--- src/rtl/microwave_timer_ctrl_if.sv ---
// Signal bundle between the microwave timer controller and its surroundings:
// keypad/door/start/stop events in, counter-chain control out.
interface microwave_timer_ctrl_if;
  logic        key_valid;
  logic [3:0]  key_digit;
  logic        start;
  logic        stop;
  logic        door_closed;
  logic        timer_zero;
  logic [15:0] load_data;
  logic        load_n;
  logic        cnt_clear_n;
  logic        enab;
  logic        magnetron_on;
  logic        done;

  modport master (
    output key_valid, key_digit, start, stop, door_closed, timer_zero,
    input  load_data, load_n, cnt_clear_n, enab, magnetron_on, done
  );

  modport slave (
    input  key_valid, key_digit, start, stop, door_closed, timer_zero,
    output load_data, load_n, cnt_clear_n, enab, magnetron_on, done
  );
endinterface

--- src/rtl/microwave_timer_ctrl.sv ---
// Sequencer for the MM:SS countdown chain: keypad entry, parallel load,
// one-second count enable, pause/resume/cancel and completion flag.
module microwave_timer_ctrl #(
  parameter int TICKS_PER_SEC = 100
) (
  input  logic                   clk,
  input  logic                   clear,
  microwave_timer_ctrl_if.slave  bus
);

  localparam int PW = $clog2(TICKS_PER_SEC);
  localparam logic [PW-1:0] PRESC_LAST = PW'(TICKS_PER_SEC - 1);

  typedef enum logic [2:0] {
    S_IDLE    = 3'd0,
    S_ENTRY   = 3'd1,
    S_LOAD    = 3'd2,
    S_RUNNING = 3'd3,
    S_PAUSED  = 3'd4,
    S_DONE    = 3'd5
  } state_t;

  state_t        state_q, state_d;
  logic [15:0]   load_data_q, load_data_d;
  logic [PW-1:0] presc_q, presc_d;
  logic          first_q, first_d;
  logic          load_n_q, load_n_d;
  logic          cnt_clear_n_q, cnt_clear_n_d;
  logic          enab_q, enab_d;
  logic          magnetron_on_q, magnetron_on_d;
  logic          done_q, done_d;

  logic          key_ok_s;
  logic          start_ok_s;
  logic          zero_seen_s;
  logic          shift_s;
  logic          enter_idle_s;

  assign key_ok_s    = bus.key_valid && (bus.key_digit <= 4'd9);
  // S1 is the tens-of-seconds digit; anything above 5 is not a valid time.
  assign start_ok_s  = bus.start && bus.door_closed &&
                       (load_data_q != 16'h0000) && (load_data_q[7:4] <= 4'd5);
  assign zero_seen_s = bus.timer_zero && !first_q;

  // Next-state selection, honouring stop > door open > start > key.
  always_comb begin
    state_d = state_q;
    shift_s = 1'b0;
    case (state_q)
      S_IDLE: begin
        if (key_ok_s) begin
          state_d = S_ENTRY;
          shift_s = 1'b1;
        end else begin
          state_d = S_IDLE;
        end
      end
      S_ENTRY: begin
        if (bus.stop) begin
          state_d = S_IDLE;
        end else if (start_ok_s) begin
          state_d = S_LOAD;
        end else if (key_ok_s) begin
          shift_s = 1'b1;
        end else begin
          state_d = S_ENTRY;
        end
      end
      S_LOAD: begin
        state_d = S_RUNNING;
      end
      S_RUNNING: begin
        if (bus.stop || !bus.door_closed) begin
          state_d = S_PAUSED;
        end else if (zero_seen_s) begin
          state_d = S_DONE;
        end else begin
          state_d = S_RUNNING;
        end
      end
      S_PAUSED: begin
        if (bus.stop) begin
          state_d = S_IDLE;
        end else if (bus.start && bus.door_closed) begin
          state_d = S_RUNNING;
        end else begin
          state_d = S_PAUSED;
        end
      end
      S_DONE: begin
        if (bus.stop || bus.key_valid) begin
          state_d = S_IDLE;
        end else begin
          state_d = S_DONE;
        end
      end
      default: begin
        state_d = S_IDLE;
      end
    endcase
  end

  // Datapath and registered-output next values derived from the transition.
  always_comb begin
    enter_idle_s = (state_d == S_IDLE) && (state_q != S_IDLE);

    if (enter_idle_s) begin
      load_data_d = 16'h0000;
    end else if (shift_s) begin
      load_data_d = {load_data_q[11:0], bus.key_digit};
    end else begin
      load_data_d = load_data_q;
    end

    // The prescaler only advances on cycles that stay in RUNNING, so the
    // cycle that pauses does not consume part of the second.
    if (enter_idle_s || (state_q == S_LOAD)) begin
      presc_d = {PW{1'b0}};
    end else if ((state_q == S_RUNNING) && (state_d == S_RUNNING)) begin
      if (presc_q == PRESC_LAST) begin
        presc_d = {PW{1'b0}};
      end else begin
        presc_d = presc_q + PW'(1);
      end
    end else begin
      presc_d = presc_q;
    end

    enab_d         = (state_q == S_RUNNING) && (state_d == S_RUNNING) &&
                     (presc_q == PRESC_LAST);
    first_d        = (state_q == S_LOAD);
    load_n_d       = (state_d != S_LOAD);
    cnt_clear_n_d  = !enter_idle_s;
    magnetron_on_d = (state_d == S_RUNNING);
    done_d         = (state_d == S_DONE);
  end

  // State and output registers.
  always_ff @(posedge clk or negedge clear) begin
    if (!clear) begin
      state_q        <= S_IDLE;
      load_data_q    <= 16'h0000;
      presc_q        <= {PW{1'b0}};
      first_q        <= 1'b0;
      load_n_q       <= 1'b1;
      cnt_clear_n_q  <= 1'b1;
      enab_q         <= 1'b0;
      magnetron_on_q <= 1'b0;
      done_q         <= 1'b0;
    end else begin
      state_q        <= state_d;
      load_data_q    <= load_data_d;
      presc_q        <= presc_d;
      first_q        <= first_d;
      load_n_q       <= load_n_d;
      cnt_clear_n_q  <= cnt_clear_n_d;
      enab_q         <= enab_d;
      magnetron_on_q <= magnetron_on_d;
      done_q         <= done_d;
    end
  end

  assign bus.load_data    = load_data_q;
  assign bus.load_n       = load_n_q;
  assign bus.cnt_clear_n  = cnt_clear_n_q;
  assign bus.enab         = enab_q;
  assign bus.magnetron_on = magnetron_on_q;
  assign bus.done         = done_q;

endmodule

--- src/flat_wrapper.sv ---
// flat-port wrapper written by rule: the top's interface ports become plain ports
module microwave_timer_ctrl_flat 
#(
  parameter int TICKS_PER_SEC = 100
)
  (clk, clear, bus_key_valid, bus_key_digit, bus_start, bus_stop, bus_door_closed, bus_timer_zero, bus_load_data, bus_load_n, bus_cnt_clear_n, bus_enab, bus_magnetron_on, bus_done);
  microwave_timer_ctrl_if bus_i ();
  input  logic clk;
  input  logic clear;
  input wire logic [$bits(bus_i.key_valid)-1:0] bus_key_valid;
  input wire logic [$bits(bus_i.key_digit)-1:0] bus_key_digit;
  input wire logic [$bits(bus_i.start)-1:0] bus_start;
  input wire logic [$bits(bus_i.stop)-1:0] bus_stop;
  input wire logic [$bits(bus_i.door_closed)-1:0] bus_door_closed;
  input wire logic [$bits(bus_i.timer_zero)-1:0] bus_timer_zero;
  output wire logic [$bits(bus_i.load_data)-1:0] bus_load_data;
  output wire logic [$bits(bus_i.load_n)-1:0] bus_load_n;
  output wire logic [$bits(bus_i.cnt_clear_n)-1:0] bus_cnt_clear_n;
  output wire logic [$bits(bus_i.enab)-1:0] bus_enab;
  output wire logic [$bits(bus_i.magnetron_on)-1:0] bus_magnetron_on;
  output wire logic [$bits(bus_i.done)-1:0] bus_done;
  assign bus_i.key_valid = bus_key_valid;
  assign bus_i.key_digit = bus_key_digit;
  assign bus_i.start = bus_start;
  assign bus_i.stop = bus_stop;
  assign bus_i.door_closed = bus_door_closed;
  assign bus_i.timer_zero = bus_timer_zero;
  assign bus_load_data = bus_i.load_data;
  assign bus_load_n = bus_i.load_n;
  assign bus_cnt_clear_n = bus_i.cnt_clear_n;
  assign bus_enab = bus_i.enab;
  assign bus_magnetron_on = bus_i.magnetron_on;
  assign bus_done = bus_i.done;
  microwave_timer_ctrl #(.TICKS_PER_SEC(TICKS_PER_SEC)) u_core (.clk(clk), .clear(clear), .bus(bus_i));
endmodule
--- config.mk ---
export PLATFORM = sky130hd
export DESIGN_NAME = microwave_timer_ctrl_flat
export DESIGN_NICKNAME = d
export VERILOG_FILES = /design/src/rtl/microwave_timer_ctrl_if.sv /design/src/rtl/microwave_timer_ctrl.sv /design/src/flat_wrapper.sv
export SDC_FILE = /design/constraint.sdc
export NUM_CORES = 1
export LEC_CHECK = 0
export ABC_AREA = 1
export ABC_CLOCK_PERIOD_IN_PS = 3300
export CAP_MARGIN = 15
export CORE_ASPECT_RATIO = 1.75
export CORE_MARGIN = 4
export CORE_UTILIZATION = 52
export CTS_CLUSTER_DIAMETER = 30
export CTS_CLUSTER_SIZE = 14
export DETAILED_ROUTE_END_ITERATION = 10
export PLACE_DENSITY = 0.88
export SLEW_MARGIN = 40
export SYNTH_ARGS = -nofsm -noshare
export SYNTH_HDL_FRONTEND = slang
export SYNTH_SLANG_ARGS = --single-unit
--- constraint.sdc ---
create_clock -name clk -period 3.3 [get_ports clk]
set_input_delay 0.495 -clock clk [delete_from_list [all_inputs] [get_ports clk]]
set_output_delay 0.495 -clock clk [all_outputs]
set_load 0.05 [all_outputs]
Word level (Yosys, flattened, before mapping)
Cells that the tools add are included.

cells by class
  $add $sub $neg = 1
  multiply operators = 0
  div/mod/pow operators = 0
  order comparisons = 2
  equality and inequality tests = 9
  shift-type cells = 0
  muxes and demuxes = 19
  bitwise operators = 0
  reduce and logical (&&, ||, !) cells = 20

operator list
  cell                                                                      number
  16-bit two-way mux                                                        2
  3-bit two-way mux                                                         8
  7-bit two-way mux                                                         3
  3-bit one-hot mux with 6 select lines                                     1
  16-bit nonzero test                                                       1
  3-bit by 2-bit equality test with 1-bit output (second input constant)    3
  3-bit equality test (second input constant)                               3
  1-bit logical AND                                                         8
  7-bit by 1-bit adder with 7-bit output (second input constant)            1
  7-bit equality test (second input constant)                               1
  3-bit logical NOT                                                         2
  4-bit by 3-bit <= comparator with 1-bit output (second input constant)    1
  4-bit <= comparator (second input constant)                               1
  1-bit two-way mux                                                         4
  2-bit nonzero test                                                        2
  3-bit by 1-bit equality test with 1-bit output (second input constant)    1
  1-bit logical NOT                                                         3
  1-bit logical OR                                                          3
  3-bit by 2-bit inequality test with 1-bit output (second input constant)  1
  3-bit nonzero test                                                        1
  1-bit one-hot mux with 2 select lines                                     1

storage, ports and cells
  register bits = 32
  bits in latches = 0
  memory bits (writable) = 0
  ROM bits = 0
  output and inout bits = 21
  word-level logic and storage cells = 60
  memories = 0

Longest topological paths before layout
Gate-level depths: netlist of the first run.

  depth after elaboration = 10
  depth in mapped cells = 12
  depth with buffers taken out = 11

Least setup slack after synthesis of the first run
Ideal clock, no wire load.

  path type = reg-to-reg
  start = register u_core.load_data_q[5] (netlist: u_core.bus.load_data[5])
  end = register u_core.load_data_q[11] (netlist: u_core.bus.load_data[11])
  arrival = 1.670 ns
  slack = 1.557 ns
  stages on the path, launching flop included = 11
  clock period less this slack = 1.743 ns
  cell sequence = dfrtp_1 nor2_1 nand2_1 nor2_1 nand2_1 nand2_1 nand4_2 nand2_2 buf_4 nand2_1 a21oi_2

between the ends
  cells in the longest elaborated chain, start to end = 9

RTL lines
  element                                                                                                 RTL line                     RTL
  start, declared                                                                                         microwave_timer_ctrl.sv:24   logic [15:0] load_data_q, load_data_d;
  start signal, assigned                                                                                  microwave_timer_ctrl.sv:152  load_data_q <= load_data_d;
  parallel branches: the longest is 2 deep, another holds 4-bit by 3-bit <= comparator with 1-bit output  n/a
  1-bit logical AND (*)                                                                                   microwave_timer_ctrl.sv:42   (load_data_q != 16'h0000) && (load_data_q[7:4] <= 4'd5);
  3-bit two-way mux                                                                                       microwave_timer_ctrl.sv:61   end else if (start_ok_s) begin
  3-bit two-way mux                                                                                       microwave_timer_ctrl.sv:59   if (bus.stop) begin
  3-bit one-hot mux with 6 select lines                                                                   microwave_timer_ctrl.sv:49   case (state_q)
  3-bit logical NOT                                                                                       microwave_timer_ctrl.sv:105  enter_idle_s = (state_d == S_IDLE) && (state_q != S_IDLE);
  1-bit logical AND                                                                                       microwave_timer_ctrl.sv:105
  16-bit two-way mux or 2-bit nonzero test (tied branches)                                                n/a

Every way passes the cells marked *.
A chain may end at the register's enable or synchronous reset.

Worst setup path in the final report of the first run
  start = input port bus_stop
  end = register u_core.load_data_q[14] (netlist: u_core.bus.load_data[14])

between the ends
  cells in the longest elaborated chain, start to end = 6

RTL lines
  element                                                   RTL line                                                RTL
  start, declared                                           flat_wrapper.sv:13                                      input wire logic [$bits(bus_i.stop)-1:0] bus_stop;
  1-bit logical OR (on tied branches)                       microwave_timer_ctrl.sv:91, microwave_timer_ctrl.sv:73
  3-bit two-way mux (on tied branches)                      microwave_timer_ctrl.sv:91, microwave_timer_ctrl.sv:73
  3-bit one-hot mux with 6 select lines                     microwave_timer_ctrl.sv:49
  3-bit logical NOT                                         microwave_timer_ctrl.sv:105
  1-bit logical AND                                         microwave_timer_ctrl.sv:105
  16-bit two-way mux or 2-bit nonzero test (tied branches)  n/a

Parallel ways exist; a longest one is shown, timed or not.

==> results of run 1 <==
==> synthesized netlist by cell type, types with 3 or more instances <==
master and n:
inv_2 3, nand3_2 3, nor2_1 21, a21oi_2 10, nor2_2 3, nand3_1 23
nand2_1 43, a21oi_1 11, nand2_2 4, dfrtp_1 30, nand4_1 9, inv_1 16
==> metrics by stage <==
stage / setup WS, ns / utilization (%) / hold slack [ns] / instances
2_1_floorplan: 1.56 / - / 0.199 / 197
3_5_place_dp: 0.886 / 64.6 / 0.528 / 268
6_report: 1.09 / 67.7 / 0.538 / 275
5_1_grt: 0.937 / 67.7 / 0.567 / 275
3_3_place_gp: 0.929 / 64.6 / 0.526 / 268
4_1_cts: 1.08 / 67.7 / 0.538 / 275
==> area by class of cell <==
cell class / count / area (sq um) / share of cell area [%]
flip-flops and latches: 32 / 803 / 38.2
multi-input cells: 141 / 754 / 35.9
repair buffers: 32 / 318 / 15.1
clock buffers: 7 / 96.3 / 4.58
inverters: 20 / 77.6 / 3.69
well taps: 43 / 53.8 / 2.56
==> cells by family (layout without fill, tap and decap cells) <==
logic type                 count (synthesis)  in the layout  share of synthesized area [%]
xor gates and xnor gates                   1              1                          0.526
and+or+nand+nor                          115            115                           34.2
buffers and inverters                     24             59                           6.53
adders and majority gates                  1              1                          0.751
AOI/OAI and AO/OA                         24             24                           9.83
DFF                                       32             32                           48.2
==> worst reg2reg max path, cell delays in order, from the launching register on <==
cell and delay [ns]:
dfrtp_1 0.43, nor2_1 0.14, nand2_1 0.06, nor2_1 0.10, nand2_1 0.08, nand2_1 0.10
nand4_2 0.35, nand2_2 0.42, nand2_1 0.15, a21oi_2 0.16
==> state kept, by name, summed over array words and instances, names as in the netlist <==
name,cells
u_core.bus.magnetron_on,1
u_core.bus.load_n,1
u_core.state_q,3
u_core.bus.done,1
u_core.bus.load_data,16
u_core.bus.enab,1
u_core.presc_q,7
u_core.bus.cnt_clear_n,1
u_core.first_q,1
==> per-layer routing <==
layer | track usage (%) | share of wire, % | vias up
li1 | - | - | 721
met1 | 21.1 | 36 | 720
met2 | 36.3 | 55 | 54
met3 | 4.85 | 5.2 | 12
met4 | 11.0 | 3.0 | 0
met5 | 0 | 0 | -
==> power by group through the flow <==
stage | logic, mW | clock network, mW | registers, mW
after global placement | 1.01 | 0 | 0.601
after global routing | 1.11 | 0.347 | 0.611
after floorplan | 0.533 | 0 | 0.847
after CTS | 1.04 | 0.331 | 0.593
final | 1.03 | 0.324 | 0.594
after detailed placement | 1.03 | 0 | 0.600
==> final timing paths <==
kind / start / to / slack [ns] / cells after the start
min in group asynchronous: clear / u_core.bus.magnetron_on / 0.61 / 2
max in group asynchronous: clear / u_core.bus.cnt_clear_n / 2.37 / 2
worst min-delay path: u_core.presc_q[4] / u_core.presc_q[4] / 0.54 / 2
worst min register to register: u_core.presc_q[4] / u_core.presc_q[4] / 0.54 / 2
worst max-delay path: bus_stop / u_core.bus.load_data[14] / 1.09 / 6
worst max register to register: u_core.bus.load_data[5] / u_core.bus.load_data[14] / 1.24 / 9
==> summary.md, run 1 <==
| Metric | Value |
|---|---|
| DR iter-0 viols | 81 |
| Main synth FF type | dfrtp_1 |
| Final wirelength | 3770 um |
| Placement Cell Area | 2010 sq um |
| Std-Cell Rows | 27 |
| Number of flops mapped to enable cells by yosys | 0 |
| Internal Power | ~0.99 mW |
| Dominant cell type by area after synthesis | dfrtp_1 |
| Min Tclk post-route | 2.21 ns |
| ANT nets after route | 0 |
| TNS Setup | 0 ns |
| Global-route wire length before repair | 6600 um |
| Critical path's largest stage delay | between 0.5 and 0.6 ns |
| Combinational share of power | a little over half |
| Post-synthesis register bit count | 32 |
| Syn Area/Cell | 8.46 sq um |
| Share of post-route cells with drive strength above 1 | 17.2% |
| Actual slew at the worst max-slew pin | 0.497 ns |
| Clk_lat worst skew | 0.29 ns |
| Diode count | 0 |
| Worst EP required | 3.51 ns |
| Final setup violation count | 0 |
| Core ar. | just over 3000 sq um |
| Worst EP arrival | 2.42 ns |
| Most frequent cells in the layout | 43 x nand2_1, 31 x clkdlybuf4s50_1, 30 x dfrtp_1 |
| RSZ-0062 raised after global routing | false |
| Total Power | between 1.5 and 2 mW |
| # IOs | 32 |
| Outcome | complete, no violations |
| Worst Setup Start Kind | input pin |
| DR vias/cell | 5.48 |
| Fin. Hold Viols | 0 |
| Hold Buf Count CTS | 0 |
| Sw Share | 49.3% |
| CTS max path bufs | 2 |
| Hold crit path type | register to register |
| Post-CTS setup buffer count | 0 |
| PD cells | 928 nW/um^2 |
| Initial core utilization | 53.6% |
| Part of the cycle the worst path needs | 66.9% |
| Routed WL per cell | about 14 um |
| DP Wirelength | roughly 2800 um |
| Via count | 1,507 |
| Synth-to-layout area growth | 26.2% |
| Slew margin rel. | about two thirds |
| H-tree Lvls | 2 |
| Die Width | 50.8 um |
| Sequential share of power | 30.5% |
| GPL Wtd Cong | 0.852 |
| Vias in the first global route | 1,525 |
| YS warnings | 0 |
| Switch Pwr | 0.962 mW |
| Net count after synthesis | around 210 |
| Pre-antenna DRT Iters | 4 |
| IO Port Bufs | 31 |
| Setup crit end kind | register |
| Seq/Total Area, Yosys | 48.2% |
| Mapped cell area | 1670 sq um |
| Unique cell type count in the Yosys netlist | 32 |
| Critical Path, Cell by Cell | clkdlybuf4s50_1 -> nor3_4 -> nand4_2 -> nand2_2 -> nand2_1 -> a21oi_2 |
| Critical path's top delay family | simple AND/OR/NAND/NOR gates |
| CP Class | input pin to register |
| TritonCTS Sinks | 32 |
| Mapped Cells | 197 |
| Yosys top cell area share | 45.0% |
| Clk network pwr share | 16.6% |
| Pin count of the biggest net entering global routing | 33 |
| Leakage dissipation | 0.942 nW |
| CP max FO | 17 |
| Peak VDD IR | between 400 and 500 uV |
| Max Slew Vio Count | 0 |
| Initial antenna violation count | 0 |
| Resized Gates After CTS | 0 |
| Clk_skew | approximately 0.0088 ns |
| GRT Overall Usage | between 20% and 30% |
| Most common cell after layout, fill and taps aside | nand2_1 |
| Nets | 244 |
| Critical path's slowest cell | clkdlybuf4s50_1 |
| CTS tree | done |
| Bufs and invs on worst path | 1 |
| Global route overflow | 0 |
| Largest cells by area after synthesis | dfrtp_1 45%, nand2_1 9.7%, nand3_1 6.9% |
| Max cap viols | 0 |
| DRC | 0 |
| CTS buffer count | 5 |
| Fmax | about 0.45 GHz |
| Clock transition at path regs | 0.06 ns |
| Final instance area | 2100 sq um |
| Fill cells | 262 |
| Die Area | 4210 sq um |
| CTS Root Cell | clkbuf_8 |
| Async SR Flop Fraction | 100% |
| Die Y | 82.9 um |
Note: power is estimated with default switching activity, not from simulation.
==> inputs of run 2 (changes only) <==
--- a/config.mk
+++ b/config.mk
@@ -6,15 +6,15 @@
 export NUM_CORES = 1
 export LEC_CHECK = 0
 export ABC_AREA = 1
-export ABC_CLOCK_PERIOD_IN_PS = 3300
+export ABC_CLOCK_PERIOD_IN_PS = 1900
 export CAP_MARGIN = 15
 export CORE_ASPECT_RATIO = 1.75
 export CORE_MARGIN = 4
-export CORE_UTILIZATION = 52
+export CORE_UTILIZATION = 46
 export CTS_CLUSTER_DIAMETER = 30
 export CTS_CLUSTER_SIZE = 14
 export DETAILED_ROUTE_END_ITERATION = 10
-export PLACE_DENSITY = 0.88
+export PLACE_DENSITY = 0.83
 export SLEW_MARGIN = 40
 export SYNTH_ARGS = -nofsm -noshare
 export SYNTH_HDL_FRONTEND = slang
==> constraint.sdc (replaced) <==
create_clock -name clk -period 1.9 [get_ports clk]
set_input_delay 0.285 -clock clk [delete_from_list [all_inputs] [get_ports clk]]
set_output_delay 0.285 -clock clk [all_outputs]
set_load 0.05 [all_outputs]
==> run 2 against run 1 <==
Net effect:
- global-route usage fell by 2.0 points
- worst hold slack got worse by 0.14 ns
- critical path depth fell by 5
- via count fell by 0.60%
- clock skew rose by 0.0014 ns
- combinational power rose by 86%
- routed wire length fell by 2.2%
- cell area rose by 3.7%
- die area rose by 11%
- setup slack got worse by 1.0 ns
==> summary.md, run 2 (synthesis results as in run 1) <==
| Metric | Value |
|---|---|
| TNS Setup | 0 ns |
| Total Power | roughly 3.4 mW |
| CTS Root Cell | clkbuf_8 |
| Diode count | 0 |
| Max Slew Vio Count | 0 |
| Area occupied by multi-input gates | about 750 sq um |
| Fill cells | ~320 |
| Worst EP required | between 1.5 and 2 ns |
| Outcome | complete, no violations |
| Worst EP arrival | 1.53 ns |
| Die Y | roughly 88 um |
| Critical path's largest stage delay | 0.83 ns |
| Std-Cell Rows | 28 |
| Part of the cycle the worst path needs | 95.6% |
| RSZ-0062 raised after global routing | false |
| IO Port Bufs | 31 |
| DP Wirelength | 2780 um |
| Global route overflow | 0 |
| H-tree Lvls | 2 |
| Worst r2r src | u_core.bus.load_data[11] |
| Sw Share | approximately half |
| Share of post-route cells with drive strength above 1 | a little over a fifth |
| Slew margin rel. | 66.5% |
| Placed Cells | roughly 280 |
| Post-Layout Cell Count | around 290 |
| DR vias/cell | 5.18 |
| CP max FO | 5 |
| Peak VDD IR | between 1000 and 1500 uV |
| Clk_skew | 0.0103 ns |
| Clock transition at path regs | 0.07 ns |
| Hold Buf Count CTS | 0 |
| DR iter-0 viols | 31 |
| Internal Power | around 1.8 mW |
| TritonCTS Sinks | 32 |
| DRC | 0 |
| Fmax | 0.550 GHz |
| Vias in the first global route | 1,521 |
| Clk network pwr share | 14.1% |
| CTS buffer count | 5 |
| Switch Pwr | about 1.7 mW |
| Synth-to-layout area growth | 30.9% |
| Fin. Hold Viols | 0 |
| Pin count of the biggest net entering global routing | 33 |
| GRT Overall Usage | 18.4% |
| Initial antenna violation count | 0 |
| Actual slew at the worst max-slew pin | approximately 0.5 ns |
| Die Area | approximately 4700 sq um |
| Critical path's slowest cell | clkdlybuf4s50_1 |
| Clk_lat worst skew | 0.28 ns |
| CTS max path bufs | 2 |
| Pre-antenna DRT Iters | 4 |
| R2R setup slack | 0.23 ns |
| Combinational share of power | 55.8% |
| Setup crit end kind | primary output |
| Bufs and invs on worst path | 1 |
| Register Area | 803 sq um |
| CTS tree | done |
| Die Width | 53.5 um |
| PD cells | about 1600 nW/um^2 |
| Util after Layout | a little under two thirds |
| Final setup violation count | 0 |
| Final wirelength | 3690 um |
| Routed WL per cell | 12.8 um |
| ANT nets after route | 0 |
| Most frequent cells in the layout | 43 x nand2_1, 30 x dfrtp_1, 29 x clkdlybuf4s50_1 |
| Most common cell after layout, fill and taps aside | nand2_1 |
| Post-CTS setup buffer count | 0 |
| GPL Wtd Cong | 0.941 |
| Global-route wire length before repair | 6400 um |
| Resized Gates After CTS | 0 |
| Hold crit path type | input pin to async pin |
| Critical Path, Cell by Cell | clkdlybuf4s50_1 |
| Core ar. | 3430 sq um |
| Worst Setup Start Kind | register |
| Via count | 1,498 |
| Leakage dissipation | 0.990 nW |
| Sequential share of power | 30.1% |
| # IOs | 32 |
| Critical path's top delay family | buffers and inverters |
| Nets | around 260 |
| Max cap viols | 0 |
| Max FFs per register | 16 |
| Worst setup path start | u_core.bus.load_data[5] |
| Min Tclk post-route | 1.82 ns |
| CP Class | register to primary output |
| Initial core utilization | between 40% and 50% |
-- run 2: cell types whose count changed in the layout (fill, tap and decap cells not counted) --
cell / before / now
buf_12: 0 / 1
buf_4: 1 / 13
clkbuf_1: 0 / 2
clkbuf_8: 7 / 5
clkdlybuf4s50_1: 31 / 29
clkinv_2: 0 / 1
-- run 2: power by group through the flow --
stage	Combinational, mW	Clock, mW	Sequential (mW)
6_report	1.92	0.484	1.03
5_1_grt	2.09	0.536	1.06
3_5_place_dp	1.93	0	1.05
2_1_floorplan	0.926	0	1.47
3_3_place_gp	1.90	0	1.04
4_1_cts	1.94	0.496	1.03
-- run 2: final timing paths --
path / end / depth (start not counted)
max: bus_load_data[5] / 1
min: u_core.bus.load_data[6] / 2
max reg2reg: u_core.bus.load_data[11] / 9
min reg2reg: u_core.presc_q[4] / 2
max in group asynchronous: u_core.bus.cnt_clear_n / 2
min in group clk: u_core.presc_q[4] / 2
-- run 2: per-stage QoR --
stage               hold slack, ns  cell area (sq um)  worst slack (ns)
floorplan                  -0.0106               1670             0.157
global placement             0.522               2100           -0.0243
detailed placement           0.536               2100           -0.0809
CTS                          0.406               2180            0.0670
global route                 0.428               2180           0.00597
finish                       0.397               2180            0.0830
-- run 2: per-layer routing --
metal	part of all wire (%)	vias to the layer above	wire, um	GRT usage (%)
li1	-	736	-	-
met1	38	715	1380	18.3
met2	57	41	2100	34.3
met3	4.0	6	147	4.77
met4	1.5	0	57	7.91
met5	0	-	0	0
-- run 2: layout make-up --
class / instances / share of cell area [%]
inverters: 20 / 3.56
clock inverters: 1 / 0.229
flip-flops and latches: 32 / 36.8
multi-input cells: 141 / 34.6
well taps: 45 / 2.58
clock buffers: 7 / 3.50
repair buffers: 43 / 18.7
